$ cat config.mk
export PLATFORM = sky130hd
export DESIGN_NAME = mem_bus_arbiter
export DESIGN_NICKNAME = d
export VERILOG_FILES = /design/src/rtl/mem_bus_arbiter_pkg.sv /design/src/rtl/mem_bus_arbiter.sv
export SDC_FILE = /design/constraint.sdc
export NUM_CORES = 1
export LEC_CHECK = 0
export BUFFER_PORTS_ARGS = -buffer_cell sky130_fd_sc_hd__buf_4
export CAP_MARGIN = 10
export CORE_MARGIN = 2
export CORE_UTILIZATION = 40
export DETAILED_ROUTE_END_ITERATION = 8
export GPL_ROUTABILITY_DRIVEN = 0
export GPL_TIMING_DRIVEN = 0
export HOLD_SLACK_MARGIN = 0.15
export PLACE_DENSITY = 0.77
export SKIP_CTS_REPAIR_TIMING = 1
export SLEW_MARGIN = 25
export SYNTH_ARGS = -nofsm -noshare
export SYNTH_HDL_FRONTEND = slang
export SYNTH_SLANG_ARGS = --single-unit
$ cat constraint.sdc
create_clock -name clk -period 3.8 [get_ports clk]
set_input_delay 0.19 -clock clk [delete_from_list [all_inputs] [get_ports clk]]
set_output_delay 0.19 -clock clk [all_outputs]
set_load 0.02 [all_outputs]
$ cat src/rtl/mem_bus_arbiter_pkg.sv
// Shared definitions for the IF/MEM memory bus arbiter: one-hot state encodings,
// bus transfer size codes and the latched bus command record.
package mem_bus_arbiter_pkg;

  typedef enum logic [4:0] {
    IDLE   = 5'b00001,
    I_ADDR = 5'b00010,
    I_WAIT = 5'b00100,
    D_ADDR = 5'b01000,
    D_WAIT = 5'b10000
  } arb_state_e;

  // Size codes are shared with the cache/AXI bridge side of the bus.
  localparam logic [1:0] SZ_BYTE = 2'd0;
  localparam logic [1:0] SZ_HALF = 2'd1;
  localparam logic [1:0] SZ_WORD = 2'd2;

  typedef struct packed {
    logic        wr;
    logic [1:0]  size;
    logic [31:0] addr;
    logic [31:0] wdata;
  } bus_cmd_t;

  // Instruction fetches are always full-word reads.
  function automatic bus_cmd_t fetch_cmd(input logic [31:0] addr);
    bus_cmd_t cmd;
    cmd.wr    = 1'b0;
    cmd.size  = SZ_WORD;
    cmd.addr  = addr;
    cmd.wdata = 32'h0;
    return cmd;
  endfunction

endpackage

$ cat src/rtl/mem_bus_arbiter.sv
// Serialises IF and MEM requests onto one SRAM-like bus, one transaction at a time.
// Data has priority; a run counter forces an instruction grant after MAX_DATA_RUN data grants.
module mem_bus_arbiter
  import mem_bus_arbiter_pkg::*;
#(
  parameter int unsigned MAX_DATA_RUN = 4
) (
  input  logic        clk,
  input  logic        rst,
  input  logic        flush,
  input  logic        inst_req,
  input  logic [31:0] inst_addr,
  output logic [31:0] inst_rdata,
  output logic        inst_done,
  input  logic        data_req,
  input  logic        data_wr,
  input  logic [1:0]  data_size,
  input  logic [31:0] data_addr,
  input  logic [31:0] data_wdata,
  output logic [31:0] data_rdata,
  output logic        data_done,
  output logic        bus_req,
  output logic        bus_wr,
  output logic [1:0]  bus_size,
  output logic [31:0] bus_addr,
  output logic [31:0] bus_wdata,
  input  logic        bus_addr_ok,
  input  logic        bus_data_ok,
  input  logic [31:0] bus_rdata,
  output logic        mem_stall,
  output logic        mem_done
);

  localparam logic [3:0] RUN_MAX = 4'(MAX_DATA_RUN);

  arb_state_e  state_reg;
  logic [3:0]  run_cnt_reg;
  logic [3:0]  run_cnt_next;
  logic        discard_reg;
  logic        bus_req_reg;
  bus_cmd_t    cmd_reg;
  bus_cmd_t    data_cmd;
  logic [31:0] inst_rdata_reg;
  logic [31:0] data_rdata_reg;
  logic        inst_done_reg;
  logic        data_done_reg;

  logic inst_pending;
  logic inst_take;
  logic data_take;
  logic grant_inst;
  logic grant_data;

  // A requester whose done is high this cycle has its request treated as consumed.
  always_comb begin
    inst_pending = inst_req & ~inst_done_reg;
    inst_take    = inst_pending & ~flush;
    data_take    = data_req & ~data_done_reg;
    grant_inst   = (state_reg == IDLE) & inst_take
                 & (~data_take | (run_cnt_reg == RUN_MAX));
    grant_data   = (state_reg == IDLE) & data_take & ~grant_inst;

    data_cmd.wr    = data_wr;
    data_cmd.size  = data_size;
    data_cmd.addr  = data_addr;
    data_cmd.wdata = data_wdata;

    run_cnt_next = run_cnt_reg;
    if (grant_inst) begin
      run_cnt_next = 4'd0;
    end else if (grant_data) begin
      if (!inst_pending) begin
        run_cnt_next = 4'd0;
      end else if (run_cnt_reg != RUN_MAX) begin
        run_cnt_next = run_cnt_reg + 4'd1;
      end
    end
  end

  always_ff @(posedge clk or posedge rst) begin
    if (rst) begin
      state_reg      <= IDLE;
      run_cnt_reg    <= 4'd0;
      discard_reg    <= 1'b0;
      bus_req_reg    <= 1'b0;
      cmd_reg        <= '0;
      inst_rdata_reg <= 32'h0;
      data_rdata_reg <= 32'h0;
      inst_done_reg  <= 1'b0;
      data_done_reg  <= 1'b0;
    end else begin
      inst_done_reg <= 1'b0;
      data_done_reg <= 1'b0;
      case (state_reg)
        IDLE: begin
          run_cnt_reg <= run_cnt_next;
          if (grant_data) begin
            bus_req_reg <= 1'b1;
            cmd_reg     <= data_cmd;
            state_reg   <= D_ADDR;
          end else if (grant_inst) begin
            bus_req_reg <= 1'b1;
            cmd_reg     <= fetch_cmd(inst_addr);
            state_reg   <= I_ADDR;
          end
        end
        I_ADDR: begin
          if (flush) begin
            discard_reg <= 1'b1;
          end
          if (bus_addr_ok) begin
            bus_req_reg <= 1'b0;
            state_reg   <= I_WAIT;
          end
        end
        I_WAIT: begin
          // A flushed fetch still drains the bus but never reaches the IF stage.
          if (bus_data_ok) begin
            if (!(discard_reg || flush)) begin
              inst_rdata_reg <= bus_rdata;
              inst_done_reg  <= 1'b1;
            end
            discard_reg <= 1'b0;
            state_reg   <= IDLE;
          end else if (flush) begin
            discard_reg <= 1'b1;
          end
        end
        D_ADDR: begin
          if (bus_addr_ok) begin
            bus_req_reg <= 1'b0;
            state_reg   <= D_WAIT;
          end
        end
        D_WAIT: begin
          if (bus_data_ok) begin
            data_rdata_reg <= bus_rdata;
            data_done_reg  <= 1'b1;
            state_reg      <= IDLE;
          end
        end
        default: begin
          bus_req_reg <= 1'b0;
          discard_reg <= 1'b0;
          state_reg   <= IDLE;
        end
      endcase
    end
  end

  assign bus_req    = bus_req_reg;
  assign bus_wr     = cmd_reg.wr;
  assign bus_size   = cmd_reg.size;
  assign bus_addr   = cmd_reg.addr;
  assign bus_wdata  = cmd_reg.wdata;
  assign inst_rdata = inst_rdata_reg;
  assign data_rdata = data_rdata_reg;
  assign inst_done  = inst_done_reg;
  assign data_done  = data_done_reg;
  assign mem_done   = inst_done_reg | data_done_reg;
  assign mem_stall  = (inst_req & ~inst_done_reg) | (data_req & ~data_done_reg);

endmodule

# ---- Word-level counts from Yosys, hierarchy flattened
# Cells that the tools add are included.
dict set report totals {
  register_bits 144
  inputBits 138
  out_inout_bits 136
}
dict set report op_classes {
  addsub 1
  n_eq_ne 13
  n_mux 24
  n_bitwise 17
  n_reduce_logical 11
}
# cell n
set ops {}
lappend ops {{2-to-1 mux 67 bit} 2}
lappend ops {{2-to-1 mux 5 bit} 5}
lappend ops {{case mux 5 bit (4 select lines)} 1}
lappend ops {{2-to-1 mux 4 bit} 4}
lappend ops {{2-to-1 mux 1 bit} 10}
lappend ops {{AND reduction 3 bit} 3}
lappend ops {{bitwise AND 1 bit} 7}
lappend ops {{NOT 1 bit} 7}
lappend ops {{case mux 1 bit (3 select lines)} 2}
lappend ops {{equality test 5 x 1 -> 1 bit (second input constant)} 1}
lappend ops {{equality test 5 x 2 -> 1 bit (second input constant)} 1}
lappend ops {{equality test 5 x 3 -> 1 bit (second input constant)} 1}
lappend ops {{equality test 5 x 4 -> 1 bit (second input constant)} 1}
lappend ops {{equality test 5 bit (second input constant)} 1}
lappend ops {{adder 4 x 1 -> 4 bit (second input constant)} 1}
lappend ops {{equality test 4 x 3 -> 1 bit (second input constant)} 1}
lappend ops {{!= test 2 x 1 -> 1 bit (second input constant)} 2}
lappend ops {{!= test 2 bit (second input constant)} 2}
lappend ops {{!= test 4 x 3 -> 1 bit (second input constant)} 1}
lappend ops {{AND reduction 2 bit} 2}
lappend ops {{AND reduction 4 bit} 1}
lappend ops {{OR reduction 2 bit} 2}
lappend ops {{!= test 3 x 1 -> 1 bit (second input constant)} 1}
lappend ops {{!= test 3 bit (second input constant)} 1}
lappend ops {{other kinds (4)} 6}

# ---- Logic depth before layout (Yosys ltp)
dict set report logic_depth {
  ltp_word 9
  depth_mapped 9
  depth_no_buf 6
}

# ---- Least setup slack after synthesis
# Ideal clock, no wire load.
dict set report synth_timing {
  path_type {reg2reg}
  start {register run_cnt_reg[0]}
  end {register cmd_reg (netlist bit bus_wdata[0])}
  setup_ps 66
  arrival_ps 1761
  required_ps 3734
  path_slack_ps 1973
  path_stages_with_launch 10
  synth_period_minus_slack_ps 1827
  path_cell_list {dfrtp_1 inv_1 ha_1 and3b_1 buf_2 a21oi_4 and3_1 buf_2 buf_4 a22o_1}
}
dict set report synth_between {
  elab_chain_cells 7
  elab_cells_between_ends 8
  cone_classes {1 x eq/ne; 1 x mux; 4 x bitwise; 2 x reduce/logical}
}
# item line_no
set synth_rtl {}
lappend synth_rtl {{from (decl)} mem_bus_arbiter.sv:37} ;# logic [3:0] run_cnt_reg;
lappend synth_rtl {{from (signal assigned)} mem_bus_arbiter.sv:96} ;# run_cnt_reg <= run_cnt_next;
lappend synth_rtl {{equality test 4 x 3 -> 1 bit (*)} mem_bus_arbiter.sv:60} ;# & (~data_take | (run_cnt_reg == RUN_MAX));
lappend synth_rtl {{OR 1 bit (*)} mem_bus_arbiter.sv:60}
lappend synth_rtl {{bitwise AND 1 bit (*)} mem_bus_arbiter.sv:60}
lappend synth_rtl {{NOT 1 bit} mem_bus_arbiter.sv:61} ;# grant_data = (state_reg == IDLE) & data_take & ~grant_inst;
lappend synth_rtl {{bitwise AND 1 bit} mem_bus_arbiter.sv:61}
lappend synth_rtl {{nonzero test 2 bit (no line)} -}
lappend synth_rtl {{AND reduction 2 bit (no line)} -}
lappend synth_rtl {{to (signal assigned)} mem_bus_arbiter.sv:99} ;# cmd_reg <= data_cmd;
lappend synth_rtl {{to (signal assigned)} mem_bus_arbiter.sv:103} ;# cmd_reg <= fetch_cmd(inst_addr);
lappend synth_rtl {{to (decl)} mem_bus_arbiter.sv:41} ;# bus_cmd_t cmd_reg;
# Every way passes the cells marked *; elsewhere a longest branch is shown, timed or not.
# A chain may end at the register's enable or synchronous reset.

# ---- Worst setup path after layout
dict set report layout_timing {
  start {register run_cnt_reg[0]}
  end {register cmd_reg (netlist bit bus_addr[7])}
}
# The elaborated chain is that of the path after synthesis.

==> results <==
- The worst pin sits at a relative slew slack of 0.5996.
- The share of total power in the clock network is 0.213.
- The hold slack is between 100 and 150 ps.
- STA classifies the critical path startpoint as a flip-flop.
- The die covers between 15000 and 20000 um2.
- 0 antenna diodes ended up in the layout.
- For this run, design rule violations remaining after detail routing come to 0.
- Adding up every negative setup slack in the final design gives 0 ps.
- In this design, the largest share of critical-path delay is due to buffers and inverters.
- The synthesized design contains 0 enable-type register cells.
- Of the synthesized area, sequential elements account for 0.6002.
- The number of vias in the routed layout is ~5500.
- The placed wire-length estimate after detailed placement is around 13000 um.
- In this run the static leakage power is approximately 5.2 nW.
- Across the routed clock network, the largest skew measured is 19.70 ps.
- The internal power summed over all cells is between 4 and 5 mW.
- For the worst setup path, the data arrival time is about 3000 ps.
- The post-layout minimum cycle time is roughly 2700 ps.
- Once layout is complete, the cells apart from fillers number between 1000 and 1500.
- The stage delay of the slowest cell on the critical path is around 600 ps.
- The number of inserted filler cells in the final layout is 920.
- After technology mapping, the gate count stands at around 460.
- Of the total synthesized cell area, the portion taken by full adders, half adders and majority gates is 0.004167.
- The number of DRC violations after detailed-routing iteration 0 is 254.
- TritonCTS built the clock tree.
- The synthesized design contains 144 register bits.
- The floorplan has 44 rows.
- The number of max-cap violations is 0.
- The worst register-to-register path ends at bus_addr[7].
- The signal on the critical path passes through inv_1 -> ha_1 -> and3b_1 -> buf_2 -> a21oi_4 -> buf_4 -> mux2i_1 -> dlygate4sd3_1 -> o21ai_1.
- OpenSTA, run right after detailed placement, puts the worst setup slack at between 1500 and 2000 ps.
- For the worst setup path, the data required time is just over 4000 ps.
- The number of clock sinks seen by CTS is 144.
- In this run the critical register-to-register path is launched from run_cnt_reg[0].
- After detailed routing, the total wire length is about 20000 um.
- In this run the cell area of the synthesized design comes to 6006 um2.
- Buffers inserted during clock tree synthesis total 17.
- The final setup violation count is 0.
- The worst register-to-register path has a setup slack of approximately 1100 ps.
- The ratio of total power to cell area is between 700 and 800 nW/um2.
- Counting both buffers and inverters, the worst setup path holds a total of 4.
- The kind of path behind the tightest hold check is in2reg.
- The area growth from synthesis to layout is 71.29%.
- The number of antenna violations at the first check in global routing came to 0.
- The async set-or-reset flop fraction in the synthesized netlist is 1.000.
- In the final layout, the share of cells above drive strength 1 is 0.3880.
- The critical path crosses 9 cells after its start point.
- Counting cells, the worst reg-to-reg path comes to 9.
- The slew of the pin with the lowest slew margin is 599.3 ps.
- Setup slack on the critical path of the routed design comes to between 1000 and 1500 ps.
- The region available for standard cell placement spans approximately 15000 um2.
- The maximum clock path buffer count is 2.
- Averaged over all synthesized cells, the footprint is 13.17 um2.
- The wire length of the first global-routing pass is about 26000 um.
- The most used flip-flop cell after synthesis is dfrtp_1.
- In this run, placement finished with an instance count of between 900 and 1000.
- Power comes to 7.806 mW.
- Of the available clock period, the critical path in the final layout requires 0.7166.
- The post-detailed-route wirelength per cell is 18.80 um.
- The distinct cell type count after synthesis is 47.
- The switching part of the total is 0.3810.
- The maximum frequency from static timing analysis is 0.3672 GHz.
- The post-CTS clock slew at the launch and capture registers of the worst setup and hold paths is 60 ps.
- The source-to-sink clock delay at the later pin of the worst-skew pair is around 420 ps.
- Setup repair after global routing left no endpoint under its margin.
- For this configuration, the core starts out at a cell density of 0.4117.
- In this run the worst setup path terminates at bus_addr[7].
- The number of routed nets with antenna violations is 0.
- The flow ran to the end, and the final reports show no timing, DRC or antenna violations.
- Of the total power, combinational logic draws 0.454.
- The critical path launch point is run_cnt_reg[0].
- The fraction of synthesized cell area in xor and xnor cells is 0.002917.
- The cell taking the most area after synthesis is dfrtp_1.
- Of the post-synthesis cell area, the part taken by muxes is 0.1788.
- The clock root buffer master is clkbuf_16.
- The number of global-route vias before repair is between 5000 and 6000.
- The die extent in x is 126.5 um.
- Before antenna repair, the detailed router went through 5 iterations.
- The dominant combinational cell family by area after synthesis is multiplexers.
- Summed over all nets, the switching power comes to about 3.0 mW.
- The I/O pin count is around 270.
- The maximum fanout count along the critical path is 10.
- The sequential cell fraction of total power is 0.333.
- The CTS H-tree depth is 4.
- The final net count is 1025.
- The worst setup path is captured at a flip-flop.
- Across the VDD grid, the largest voltage drop is approximately 370 uV.
- The class of the most critical setup path is reg2reg.
- Summing all placed instances gives a cell area of ~8400 um2.
- The total overflow left after global routing is 0.
- The vias per cell is 5.101.
- The number of I/O port buffers is ~270.
- Of the total synthesized cell area, the portion taken by AND, OR, NAND and NOR gates is 0.07563.
- The final design area excluding fillers is between 10000 and 15000 um2.
- The critical-path cell with the highest stage delay is dlygate4sd3_1.
- The die is 126.5 um tall.
- The synthesized-area fraction occupied by ao, oa, aoi and oai cells was 0.1052.
- The share of synthesized area in the top cell type comes to 0.5958.
- At the end of the flow the core is filled with cells to 0.7051.
- Across every metal layer, demand over resource in global routing totals 0.2064.
- Entering global routing, the biggest net connects 34 pins.
- Yosys attributes the largest share of cell area to dfrtp_1, mux2_1, mux2i_1.
- The hold violation total from the final report is 0.
- The total number of yosys warnings is 0.
- The net count after synthesis is a little under 600.
- The count of pins over their slew limit is 0.
==> worst register-to-register path, stage by stage (launching register included) <==
cell and delay (ps):
dfrtp_1 410, inv_1 70, ha_1 230, and3b_1 180, buf_2 160, a21oi_4 300
buf_4 290, mux2i_1 280, dlygate4sd3_1 600, o21ai_1 60
==> cells by family (layout without fill, tap and decap cells) <==
group | count (synthesis) | in the layout
AO/OA/AOI/OAI | 90 | 90
XOR/XNOR | 2 | 2
adder cells (fa/ha/maj) | 2 | 2
buffers and inverters | 37 | 478
flip-flops | 144 | 144
multiplexers | 99 | 99
AND/OR/NAND/NOR | 82 | 82
==> placed cells by master, fill, tap and decap left out, drive strengths merged, types with 5 or more instances in the layout <==
cell / count
mux2i: 33
o21ai: 38
inv: 6
clkbuf: 27
a22o: 34
nand3: 8
nand2: 38
dlygate4sd3: 133
dfrtp: 143
nor2: 8
mux2: 66
nor2b: 5
a21oi: 5
buf: 302
==> Yosys cell counts (all sizes together), types with 2 or more instances <==
cell    number
nor2         8
mux2        66
nor4         4
mux2i       33
o21ai       38
dfrtp      143
or2          2
a21oi        5
a32o         2
nor2b        5
inv          6
nand2b       4
nand3        8
buf         25
nor3b        3
nor3         3
a22o        34
nand2       38
ha           2
o211ai       4
clkbuf       6
nand4        3
==> layout make-up <==
type | instances | area (um2) | area share
multi-input combinational | 275 | 2202 | 0.2141
sequential | 144 | 3605 | 0.3504
timing repair buffer | 410 | 3461 | 0.3364
tap | 184 | 230.2 | 0.02238
clock inverter | 10 | 136.4 | 0.01326
buffer | 31 | 176.4 | 0.01715
clock buffer | 21 | 450.4 | 0.04378
inverter | 6 | 26.28 | 0.002554
==> power groups by stage <==
stage / combinational [mW] / clock, mW / sequential, mW
finish: 3.54 / 1.67 / 2.60
global route: 3.77 / 1.77 / 2.67
CTS: 3.34 / 1.70 / 2.56
detailed placement: 3.33 / 0 / 2.57
global placement: 3.24 / 0 / 2.54
floorplan: 1.17 / 0 / 3.25
==> how the worst min path moves through the flow <==
stage / start / endpoint / cells past startpoint
floorplan: data_size[1] / bus_size[1] / 1
global placement: data_size[1] / bus_size[1] / 2
detailed placement: rst / inst_rdata[20] / 2
CTS: rst / data_rdata[20] / 2
global route: flush / discard_reg / 3
finish: flush / discard_reg / 3
==> routing by layer <==
metal / GRT usage / wire, um
met2: 0.3599 / 10880
met4: 0.08856 / 533
met5: 0 / 0
met1: 0.2257 / 7228
met3: 0.07634 / 1673
Power figures use the tool's default switching activity.
